## src/rtl/instr_encoder_loader.sv

```systemverilog
// Program loader: packs decoded instruction fields into 32-bit ARM-subset words
// and writes them to consecutive instruction-memory addresses. Optional macro: ENC_ILLEGAL_CHECK_EN.
module instr_encoder_loader #(
   parameter int ADDR_W    = 6,
   parameter int DEPTH     = 64,
   parameter int BASE_ADDR = 0
) (
   input  logic              clk,
   input  logic              reset,
   input  logic              start,
   input  logic              in_valid,
   output logic              in_ready,
   input  logic              in_last,
   input  logic [3:0]        in_cond,
   input  logic [1:0]        in_op,
   input  logic [5:0]        in_funct,
   input  logic [3:0]        in_rn,
   input  logic [3:0]        in_rd,
   input  logic [11:0]       in_src2,
   input  logic [23:0]       in_imm24,
   output logic              imem_we,
   output logic [ADDR_W-1:0] imem_addr,
   output logic [31:0]       imem_wdata,
   output logic [ADDR_W:0]   count,
   output logic              busy,
   output logic              done,
   output logic              err
);

   typedef enum logic [1:0] {
      S_IDLE,
      S_ACCEPT,
      S_WRITE,
      S_DONE
   } state_t;

   localparam logic [ADDR_W-1:0] BASE_C  = ADDR_W'(BASE_ADDR);
   localparam logic [ADDR_W:0]   DEPTH_C = (ADDR_W + 1)'(DEPTH);

   state_t              state, state_nx;
   logic [ADDR_W-1:0]   ptr;
   logic [ADDR_W:0]     cnt;
   logic [ADDR_W:0]     cnt_inc;
   logic [31:0]         word;
   logic [31:0]         enc_word;
   logic                last_r;
   logic                err_r;
   logic                hs;
   logic                illegal;
   logic                begin_session;

   assign hs            = in_valid && (state == S_ACCEPT);
   assign cnt_inc       = cnt + 1'b1;
   assign begin_session = start && ((state == S_IDLE) || (state == S_DONE));

   // Branches carry a 24-bit offset in place of funct[3:0]/Rn/Rd/Src2.
   always_comb begin
      // NOTE: assign a default before any conditional so no latch is inferred.
      enc_word = {in_cond, in_op, in_funct, in_rn, in_rd, in_src2};
      if (in_op == 2'b10)
         enc_word = {in_cond, 2'b10, in_funct[5:4], in_imm24};
   end

`ifdef ENC_ILLEGAL_CHECK_EN
   assign illegal = (in_op == 2'b11) || (in_cond == 4'hF) ||
                    ((in_op == 2'b01) && !in_funct[0] && (in_rd == 4'hF));
`else
   assign illegal = 1'b0;
`endif

   always_ff @(posedge clk) begin
      // NOTE: sequential state uses non-blocking assignments so all registers update together.
      if (reset) state <= S_IDLE;
      else       state <= state_nx;
   end

   always_comb begin
      state_nx = state;
      case (state)
         S_IDLE:   if (start) state_nx = S_ACCEPT;
         S_ACCEPT: begin
            if (hs) begin
               if (!illegal)     state_nx = S_WRITE;
               else if (in_last) state_nx = S_DONE;
            end
         end
         S_WRITE:  state_nx = (last_r || (cnt_inc == DEPTH_C)) ? S_DONE : S_ACCEPT;
         S_DONE:   if (start) state_nx = S_ACCEPT;
         default:  state_nx = S_IDLE;
      endcase
   end

   always_ff @(posedge clk) begin
      if (reset) begin
         ptr    <= BASE_C;
         cnt    <= '0;
         word   <= '0;
         last_r <= 1'b0;
         err_r  <= 1'b0;
      end else begin
         err_r <= 1'b0;
         if (begin_session) begin
            ptr <= BASE_C;
            cnt <= '0;
         end
         if (hs) begin
            last_r <= in_last;
            if (illegal) err_r <= 1'b1;
            else         word  <= enc_word;
         end
         if (state == S_WRITE) begin
            ptr <= ptr + 1'b1;
            cnt <= cnt_inc;
         end
         // Any bundle offered after the session closed is refused.
         if ((state == S_DONE) && in_valid && !start)
            err_r <= 1'b1;
      end
   end

   always_comb begin
      in_ready   = 1'b0;
      busy       = 1'b0;
      done       = 1'b0;
      imem_we    = 1'b0;
      imem_addr  = '0;
      imem_wdata = '0;
      case (state)
         S_ACCEPT: begin
            in_ready = 1'b1;
            busy     = 1'b1;
         end
         S_WRITE: begin
            busy       = 1'b1;
            imem_we    = 1'b1;
            imem_addr  = ptr;
            imem_wdata = word;
         end
         S_DONE:   done = 1'b1;
         default:  ;
      endcase
   end

   assign count = cnt;
   assign err   = err_r;

endmodule
```

## config.mk

```make
export PLATFORM = sky130hd
export DESIGN_NAME = instr_encoder_loader
export DESIGN_NICKNAME = d
export VERILOG_FILES = /design/src/rtl/instr_encoder_loader.sv
export SDC_FILE = /design/constraint.sdc
export NUM_CORES = 1
export LEC_CHECK = 0
export ABC_AREA = 1
export CORE_MARGIN = 3
export CORE_UTILIZATION = 30
export CTS_CLUSTER_DIAMETER = 100
export DETAILED_ROUTE_END_ITERATION = 7
export GPL_TIMING_DRIVEN = 1
export HOLD_SLACK_MARGIN = 0.03
export PLACE_DENSITY = 0.56
export SLEW_MARGIN = 40
export SYNTH_ARGS = -nofsm -noshare
export SYNTH_HDL_FRONTEND = slang
export SYNTH_SLANG_ARGS = --single-unit
```

## constraint.sdc

```tcl
create_clock -name clk -period 3.5 [get_ports clk]
set_input_delay 0.525 -clock clk [delete_from_list [all_inputs] [get_ports clk]]
set_output_delay 0.525 -clock clk [all_outputs]
set_load 0.01 [all_outputs]
```

==> summary.md, run 1 <==
| Metric | Value |
|---|---|
| Status | finished, final reports clean |
| Routed WL per cell | 11.8 um |
| Placed cells | between 500 and 600 |
| Post-synth EDFFs | 0 |
| Via count | 2675 |
| Max VDD drop | 0.000159 V |
| Clock slew at reported path FFs | 0.09 ns |
| Syn avg cell area | 6.51 um2 |
| CP max-delay cell | clkdlybuf4s50_1 |
| Drt drc | 0 |
| Full die area | 9790 um2 |
| Chip Width | 99.0 um |
| Min Tclk post-route | 2.58 ns |
| Arrival time at the worst endpoint | 2.06 ns |
| Worst min-delay path class | reg2reg |
| Area delta synth->final | 50.2% |
| Worst path cell trace | inv_1, ha_2, buf_12, nand2_1, inv_1, clkdlybuf4s50_1 |
| Startpoint types | register |
| Count of final setup violators | 0 |
| Routability cong. | 0.796 |
| ANT nets after route | 0 |
| Setup total negative slack | 0 ns |
| WP buf/inv | 4 |
| Pin count of the biggest net entering global routing | between 50 and 60 |
| Critical Path Fanout Max | 37 |
| Overflow after GRT | 0 |
| RSZ-0062 raised after global routing | no |
| H-tree depth | 2 |
| Via density per instance | around 4.4 |
| # resized after CTS | 0 |
| Maximum buffer depth of the clock tree | 2 |
| Setup crit end kind | primary output |
| Row cnt | 33 |
| CTS tree | done |
| Critical Path RT | 2.97 ns |
| Fmax | 0.387 GHz |
| Period utilization | 73.8% |
| First-pass GRT wire length | approximately 12000 um |
| DP Area | 3760 um2 |
| Num ports | 111 |
| Sink Count | 49 |
| Least-Margin Pin Slew | 0.798 ns |
| Post-Syn Area | 2590 um2 |
| Dpl hpwl | 5220 um |
| Top FF cell, synth | dfxtp_1 |
| Die height | 99.0 um |
| Router iterations before antenna repair | 4 |
| Core Area | 8300 um2 |
| Port-buffer cells | 110 |
| Kind of critical path | reg2out |
| Hold path depth | 2 |
| CP dominant cell by count | inv_1 |
| PwrDens | 466 nW/um2 |
| Worst skew pair latency | ~0.30 ns |
| Num CTS Buffers | 5 |
| Yosys Warn Count | 0 |
| Initial antenna violation count | 0 |
| Commonest non-fill, non-tap cells in the layout | nand2_1, clkdlybuf4s50_1, inv_1, dfxtp_1, nand3_1 |
| N_diodes | 0 |
| Final Hold Viols | 0 |
| Final Non-Filler Cells | 603 |
| Unique masters post-synth | 29 |
| Register area share after synthesis | 37.8% |
| Fin nets | 564 |
| Hold slack | 0.491 ns |
| # Post-CTS Setup Buffers | 0 |
| Post-synthesis cell count | between 300 and 400 |
| Yosys reg bits | 49 |
| CTS root buf | clkbuf_8 |
| Share of cells above drive strength 1 | approximately 6.2% |
| Delay of the slowest critical-path stage | ~0.53 ns |
| Post-synth ARST share | 0% |
| Pins over their slew limit | 0 |
| Synthesized net count | 465 |
| Leak Pwr | 1.89 nW |
| Pwr Total | 1.82 mW |
| GRT Overall Usage | 14.8% |
| Final WL | 7090 um |
| Initial Util | between 30% and 40% |
| Instance count on the critical path | 6 |
| Clk_skew | 0.00610 ns |
| CP delay by family, top | buffers and inverters |
| Max capacitance violation total | 0 |
| Number of global-route vias before repair | 2538 |
| R2R cell count | 8 |
| # hold bufs at CTS | 0 |
| Slew HR | between 40 and 50% |
| Fin area | 3890 um2 |
| Initial DRC count | 87 |
| Most common cell after layout, fill and taps aside | nand2_1 |
==> worst min-delay path: cells and delay by family (launching register included) <==
family	cells	cell delay, ns
AOI/OAI and AO/OA	1	0.05
and+or+nand+nor	1	0.06
DFF	1	0.33
==> synth_stat cells (2+ instances only) <==
| cell | n | share of area [%] |
|---|---|---|
| ha_1 | 6 | 2.9 |
| buf_1 | 3 | 0.43 |
| dfxtp_1 | 49 | 38 |
| nand2_1 | 122 | 18 |
| clkbuf_1 | 4 | 0.58 |
| nand2_2 | 2 | 0.48 |
| buf_2 | 12 | 2.3 |
| a21oi_1 | 13 | 2.5 |
| o21ai_0 | 14 | 2.7 |
| o211ai_1 | 25 | 7.2 |
| nand3_1 | 31 | 6.0 |
| nor2_1 | 20 | 2.9 |
| inv_2 | 13 | 1.9 |
| inv_1 | 69 | 10 |
==> metrics by stage <==
| stage | setup slack [ns] | util (%) |
|---|---|---|
| floorplan | 1.68 | - |
| global placement | 1.15 | 45.3 |
| detailed placement | 1.11 | 45.3 |
| CTS | 0.879 | 46.9 |
| global route | 0.754 | 46.9 |
| finish | 0.918 | 46.9 |
==> registers in the layout, indices dropped and copies added, names as in the netlist <==
name / count
count: 7
word: 32
state: 2
ptr: 6
err: 1
last_r: 1
==> metal layers <==
| metal | track usage (%) | vias up | routed length (um) |
|---|---|---|---|
| met5 | 0 | - | 0 |
| met4 | 2.84 | 0 | 53 |
| met3 | 5.10 | 5 | 652 |
| met2 | 23.9 | 86 | 3190 |
| met1 | 19.1 | 1152 | 3200 |
| li1 | - | 1432 | - |
==> power by group <==
group          internal, mW  switching, mW
clock                 0.284          0.192
combinational         0.278          0.336
sequential            0.661         0.0662
==> final timing paths <==
| check | from | end | slack (ns) |
|---|---|---|---|
| worst max register to register | state[0] | ptr[3] | 1.57 |
| worst min-delay path | ptr[4] | ptr[4] | 0.49 |
| worst min register to register | ptr[4] | ptr[4] | 0.49 |
| worst max-delay path | state[0] | imem_wdata[11] | 0.92 |
==> cell families (layout without fill, tap and decap cells) <==
group / Yosys count / after routing / synth area share (%)
AND/OR/NAND/NOR: 181 / 181 / 28.7
flip-flops: 49 / 49 / 37.8
AO/OA/AOI/OAI: 59 / 59 / 14.8
buffers and inverters: 102 / 202 / 15.5
adder cells (fa/ha/maj): 6 / 6 / 2.90
XOR/XNOR: 1 / 1 / 0.338
==> area by class of cell <==
class,instances,area (um2)
sequential,49,981
timing repair buffer,112,1130
inverter,82,308
clock buffer,5,68.8
multi-input combinational,247,1210
clock inverter,3,65.1
fill,838,4400
tap,105,131
No activity file was read; power rests on OpenSTA's default activity.
==> run 2, diff against run 1 <==
- clock period: 3.5 -> 2.5 ns (I/O delays scaled with it)
==> run 2 against run 1 <==
Clock power grew 40%. Final area rose by 0.74%. Worst setup slack got worse by 0.69 ns. Largest cell class unchanged. Highest routed layer unchanged.
==> summary.md, run 2 (same netlist as run 1, synthesis figures left out) <==
| Metric | Value |
|---|---|
| Routed WL per cell | 11.7 um (-0.89%) |
| Via count | 2725 (+1.9%) |
| Max VDD drop | 0.000255 V (+60%) |
| Fin nets | 569 (+0.89%) |
| GRT Overall Usage | 14.6% (-0.15 points) |
| Pwr Total | 2.56 mW (+41%) |
| Critical Path RT | 2.12 ns (-0.85 ns) |
| Router iterations before antenna repair | 4 (unchanged) |
| CP max-delay cell | clkdlybuf4s50_1 |
| PwrDens | 651 nW/um2 (+40%) |
| First-pass GRT wire length | 11900 um (-1.1%) |
| CTS tree | done |
| Arrival time at the worst endpoint | 1.90 ns (-0.16 ns) |
| Final Non-Filler Cells | 608 (+0.83%) |
| Count of final setup violators | 0 (unchanged) |
| Share of cells above drive strength 1 | 7.16% (+0.93 points) |
| Num CTS Buffers | 5 (unchanged) |
| Worst min-delay path class | reg2reg |
| Worst path cell trace | inv_1, ha_2, buf_6, nand2_1, inv_1, clkdlybuf4s50_1 |
| Final Hold Viols | 0 (unchanged) |
| Full die area | 9790 um2 (unchanged) |
| Commonest non-fill, non-tap cells in the layout | nand2_1, clkdlybuf4s50_1, inv_1, dfxtp_1, nand3_1 |
| Area of the multi-input gates | 1210 um2 (unchanged) |
| Via density per instance | 4.48 (+1.0%) |
| Pre-CTS setup slack | 0.479 ns (-0.631 ns) |
| Slew HR | 56.8% (+10 points) |
| Dpl hpwl | 5130 um (-1.8%) |
| Post-layout util | 47.3% (+0.35 points) |
| Kind of critical path | reg2out |
| Sink Count | 49 (unchanged) |
| Routability cong. | 0.796 (unchanged) |
| Number of global-route vias before repair | 2564 (+1.0%) |
| Max capacitance violation total | 0 (unchanged) |
| Initial DRC count | 64 (-26%) |
| Pins over their slew limit | 0 (unchanged) |
| Setup crit end kind | primary output |
| ANT nets after route | 0 (unchanged) |
| Setup total negative slack | 0 ns (unchanged) |
| Pin count of the biggest net entering global routing | 38 (-27%) |
| Clock slew at reported path FFs | 0.09 ns (about the same) |
| Initial antenna violation count | 0 (unchanged) |
| Delay of the slowest critical-path stage | 0.54 ns (about the same) |
| CP delay by family, top | buffers and inverters |
| Overflow after GRT | 0 (unchanged) |
| CTS root buf | clkbuf_8 |
| Number of fill cells in the layout | 850 (+1.4%) |
| Chip Width | 99.0 um (unchanged) |
| Min Tclk post-route | 2.28 ns |
| PnR worst setup slack | 0.225 ns (-0.693 ns) |
| Top register by number of flip-flops | word |
| Status | finished, final reports clean |
| WP buf/inv | 4 (unchanged) |
| RSZ-0062 raised after global routing | no |
| Area delta synth->final | 51.4% |
| Num ports | 111 (unchanged) |
| Most common cell after layout, fill and taps aside | nand2_1 |
| Worst skew pair latency | 0.30 ns (about the same) |
| Row cnt | 33 (unchanged) |
| Flop2flop setup slack | 0.68 ns (-0.89 ns) |
| Core Area | 8300 um2 (unchanged) |
| Fin area | 3920 um2 (+0.74%) |
| Drt drc | 0 (unchanged) |
| Startpoint types | register |
| DP Area | 3790 um2 (+0.67%) |
| Max reg flops | 32 (unchanged) |
| Final WL | 7090 um (about the same) |
| Initial Util | 31.2% (unchanged) |
| N_diodes | 0 (unchanged) |
| Fmax | 0.439 GHz |
| Maximum buffer depth of the clock tree | 2 (unchanged) |
| Leak Pwr | 1.91 nW (+1.3%) |
| Least-Margin Pin Slew | 0.646 ns (-0.151 ns) |
| Register Area | 981 um2 (unchanged) |
| H-tree depth | 2 (unchanged) |
| Hold slack | 0.485 ns (-0.00577 ns) |
| Placed cells | 600 (+0.84%) |
| Clk_skew | 0.00415 ns (-0.00195 ns) |
| Port-buffer cells | 110 (unchanged) |
| CP dominant cell by count | inv_1 |
| Critical Path Fanout Max | 32 (-14%) |
| Period utilization | 91.0% |
| Die height | 99.0 um (unchanged) |
-- run 2: changes by cell type in the layout (fill, tap and decap cells not counted), sizes merged --
cell,change
buf,+5
-- run 2: final timing paths --
check,start,endpoint,depth (start not counted)
setup / recovery,state[0],imem_wdata[11],6
setup reg to reg,state[0],ptr[3],8
hold reg to reg,ptr[4],ptr[4],2
hold / removal,ptr[4],ptr[4],2
-- run 2: area by class of cell --
cell class              instances  area share, %
multi-input cells             247           30.9
repair buffers                117           29.5
flip-flops and latches         49           25.0
inverters                      82           7.84
well taps                     105           3.35
clock buffers                   5           1.75
clock inverters                 3           1.66
-- run 2: metal layers --
layer,part of all wire [%],track usage (%)
met1,46,18.8
met5,0,0
met2,44,23.2
met3,8.7,4.60
met4,0.79,4.73
-- run 2: what timing repair did --
action                                 4_1_cts  5_1_grt
resized for setup                            0        1
setup endpoints to repair                    0        3
hold buffers                                 0        0
endpoints found under the hold margin        0        0
buffers inserted                             0        0
-- run 2: worst reg2reg max path, delay by kind of cell (launching register included) --
kind / cells / cell delay, ns
flops: 1 / 0.40
fa+ha+maj: 1 / 0.19
buf+inv: 4 / 0.69
simple gates: 2 / 0.17
compound gates: 1 / 0.27
-- run 2: power breakdown --
group          switching (mW)  internal [mW]
Combinational           0.477          0.395
Clock                   0.270          0.398
Sequential             0.0908          0.925
Total                   0.838           1.72
==> run 3, diff against run 2 <==
- ABC_AREA: 1 -> default
- RECOVER_POWER: default -> 50
==> run 3 against run 2 <==
Area after synthesis is 2.4% higher. Via count shrank 13%. Sequential power hardly changed. Total power decreased by 4.5%. Synthesized cell count shrank 28%. Final area is 0.32% lower. Cell count fell by 19%. Die area is 2.3% higher. First-iteration DRC count shrank 11%. Count of clock-buffer cells in the layout grew 2. Largest cell class unchanged. Largest power group unchanged. Highest routed layer unchanged.
==> summary.md, run 3 <==
| Metric | Value |
|---|---|
| Chip Width | 100 um (+1.1%) |
| Routability cong. | 0.769 (-3.4%) |
| # hold bufs at CTS | 0 (unchanged) |
| Sink Count | 49 (unchanged) |
| Count of final setup violators | 0 (unchanged) |
| Drt drc | 0 (unchanged) |
| N_diodes | 0 (unchanged) |
| Post-synthesis compound-gate area fraction | 20.7% (+6.0 points) |
| Register Area | 981 um2 (unchanged) |
| # resized after CTS | 0 (unchanged) |
| Worst min-delay path class | reg2reg |
| Slew HR | 40.2% (-17 points) |
| Area of the multi-input gates | 1490 um2 (+22%) |
| Yosys reg bits | 49 (unchanged) |
| Max reg flops | 32 (unchanged) |
| Status | finished, final reports clean |
| Pin count of the biggest net entering global routing | 27 (-29%) |
| Register area share after synthesis | 36.9% (-0.89 points) |
| Clock slew at reported path FFs | 0.08 ns (about the same) |
| CTS root buf | clkbuf_8 |
| GRT Overall Usage | 14.1% (-0.47 points) |
| Overflow after GRT | 0 (unchanged) |
| Share of cells above drive strength 1 | 9.74% (+2.6 points) |
| Post-Syn Area | 2660 um2 (+2.4%) |
| Period utilization | 92.1% (+1.1 points) |
| Syn avg cell area | 9.22 um2 (+42%) |
| Synthesized net count | 355 (-24%) |
| Post-synthesis adder-cell area fraction | 2.83% (-0.068 points) |
| Post-synthesis cell count | 288 (-28%) |
| Largest area contributor in the netlist | dfxtp_1 |
| Row cnt | 33 (unchanged) |
| RSZ-0062 raised after global routing | no |
| Setup crit end kind | primary output |
| Num CTS Buffers | 5 (unchanged) |
| Critical Path Fanout Max | 24 (-25%) |
| First-pass GRT wire length | 11500 um (-3.2%) |
| ANT nets after route | 0 (unchanged) |
| Critical Path RT | 2.12 ns (about the same) |
| Startpoint types | register |
| Unique masters post-synth | 39 (+34%) |
| Count leader, synth | dfxtp_1 |
| Area delta synth->final | 47.3% |
| Via density per instance | 4.78 (+6.6%) |
| Post-synth ARST share | 0% (unchanged) |
| H-tree depth | 2 (unchanged) |
| Final Hold Viols | 0 (unchanged) |
| Leak Pwr | 1.38 nW (-28%) |
| XOR/XNOR Fraction of Synth Area | 0.660% (+0.32 points) |
| Fmax | 0.434 GHz (-1.2%) |
| CTS tree | done |
| Yosys Warn Count | 0 (unchanged) |
| Router iterations before antenna repair | 4 (unchanged) |
| Clk_skew | 0.00589 ns (+0.00173 ns) |
| Dpl hpwl | 5170 um (+0.75%) |
| Maximum buffer depth of the clock tree | 2 (unchanged) |
| Commonest non-fill, non-tap cells in the layout | clkdlybuf4s50_1, dfxtp_1, and2_1, nor2_1, mux2i_1 |
| Full die area | 10000 um2 (+2.3%) |
| Core Area | 8420 um2 (+1.5%) |
| Final WL | 7070 um (-0.31%) |
| Post-synth EDFFs | 0 (unchanged) |
| Port-buffer cells | 110 (unchanged) |
| Pwr Total | 2.44 mW (-4.5%) |
| Least-Margin Pin Slew | 0.896 ns (+0.250 ns) |
| Min Tclk post-route | 2.30 ns (+0.0279 ns) |
| Die height | 100 um (+1.1%) |
| Top FF cell, synth | dfxtp_1 |
| Top register by number of flip-flops | word |
| Via count | 2364 (-13%) |
| Top-area cell type share of the netlist area | 36.9% (-0.89 points) |
| # Post-CTS Setup Buffers | 0 (unchanged) |
| Initial Util | 31.5% (+0.28 points) |
| Number of fill cells in the layout | 853 (+0.35%) |
| Post-Synth Simple-Gate Area | 21.6% (-7.0 points) |
| Max VDD drop | 0.000294 V (+15%) |
| Initial DRC count | 57 (-11%) |
| Setup total negative slack | 0 ns (unchanged) |
| Routed WL per cell | 14.3 um (+22%) |
| Top cells by count, synth | dfxtp_1, and2_1, nor2_1 |
| Mux cell area share after synthesis | 10.7% (+11 points) |
| Worst skew pair latency | 0.30 ns (about the same) |
| Fin nets | 457 (-20%) |
| Number of global-route vias before repair | 2350 (-8.3%) |
| Top post-synthesis cells by area | dfxtp_1, a211oi_2, mux2i_1 |
| Kind of critical path | reg2out |
| Most common cell after layout, fill and taps aside | clkdlybuf4s50_1 |
| Arrival time at the worst endpoint | 1.93 ns (+0.03 ns) |
| Largest family of logic cells by synthesized area | simple AND/OR/NAND/NOR gates |
| Pins over their slew limit | 0 (unchanged) |
| PwrDens | 624 nW/um2 (-4.2%) |
| Max capacitance violation total | 0 (unchanged) |
| Initial antenna violation count | 0 (unchanged) |
| Num ports | 111 (unchanged) |
[run 3: path summary, 6_finish.rpt]
path / from / endpoint / slack, ns / depth (start not counted)
max: state[1] / imem_wdata[24] / 0.20 / 4
min: word[28] / word[28] / 0.45 / 2
max reg2reg: state[0] / count[4] / 0.29 / 8
min reg2reg: word[28] / word[28] / 0.45 / 2
[run 3: cell families after synthesis]
family,count (synthesis)
compound gates,62
simple gates,114
flops,49
fa+ha+maj,6
buf+inv,27
mux,28
xor+xnor,2
[run 3: layout make-up]
class	count	area share, %
inverter	5	0.480
clock buffer	7	2.21
tap	105	3.36
sequential	49	25.1
timing repair buffer	117	30.9
multi-input combinational	212	38.0
[run 3: routing by layer]
layer	share of wire [%]	wire, um	vias to the layer above	global-route usage [%]
met5	0	0	-	0
met1	47	3320	1069	19.2
li1	-	-	1210	-
met3	7.7	541	4	3.68
met4	0.51	36	0	1.87
met2	45	3170	81	23.2
[run 3: stage by stage]
stage	instance area [um2]	std cells	utilization, %	worst slack, ns	hold WS [ns]
4_1_cts	3930	495	46.7	0.0173	0.457
5_1_grt	3910	495	46.4	0.0521	0.485
3_5_place_dp	3850	488	45.7	0.354	0.445
3_3_place_gp	3850	488	45.7	0.393	0.439
2_1_floorplan	2660	288	-	0.844	0.431
6_report	3910	495	46.4	0.197	0.453
[run 3: power by group]
part / internal [mW] / switching [mW] / total (mW)
clock network: 0.220 / 0.256 / 0.476
registers: 0.909 / 0.0804 / 0.989
logic: 0.483 / 0.491 / 0.975
[run 3: worst max-delay path, cell delays in order, from the launching register on]
cell and delay, ns:
dfxtp_1 0.45, ha_4 0.32, buf_12 0.18, and2_1 0.12
clkdlybuf4s50_1 0.56
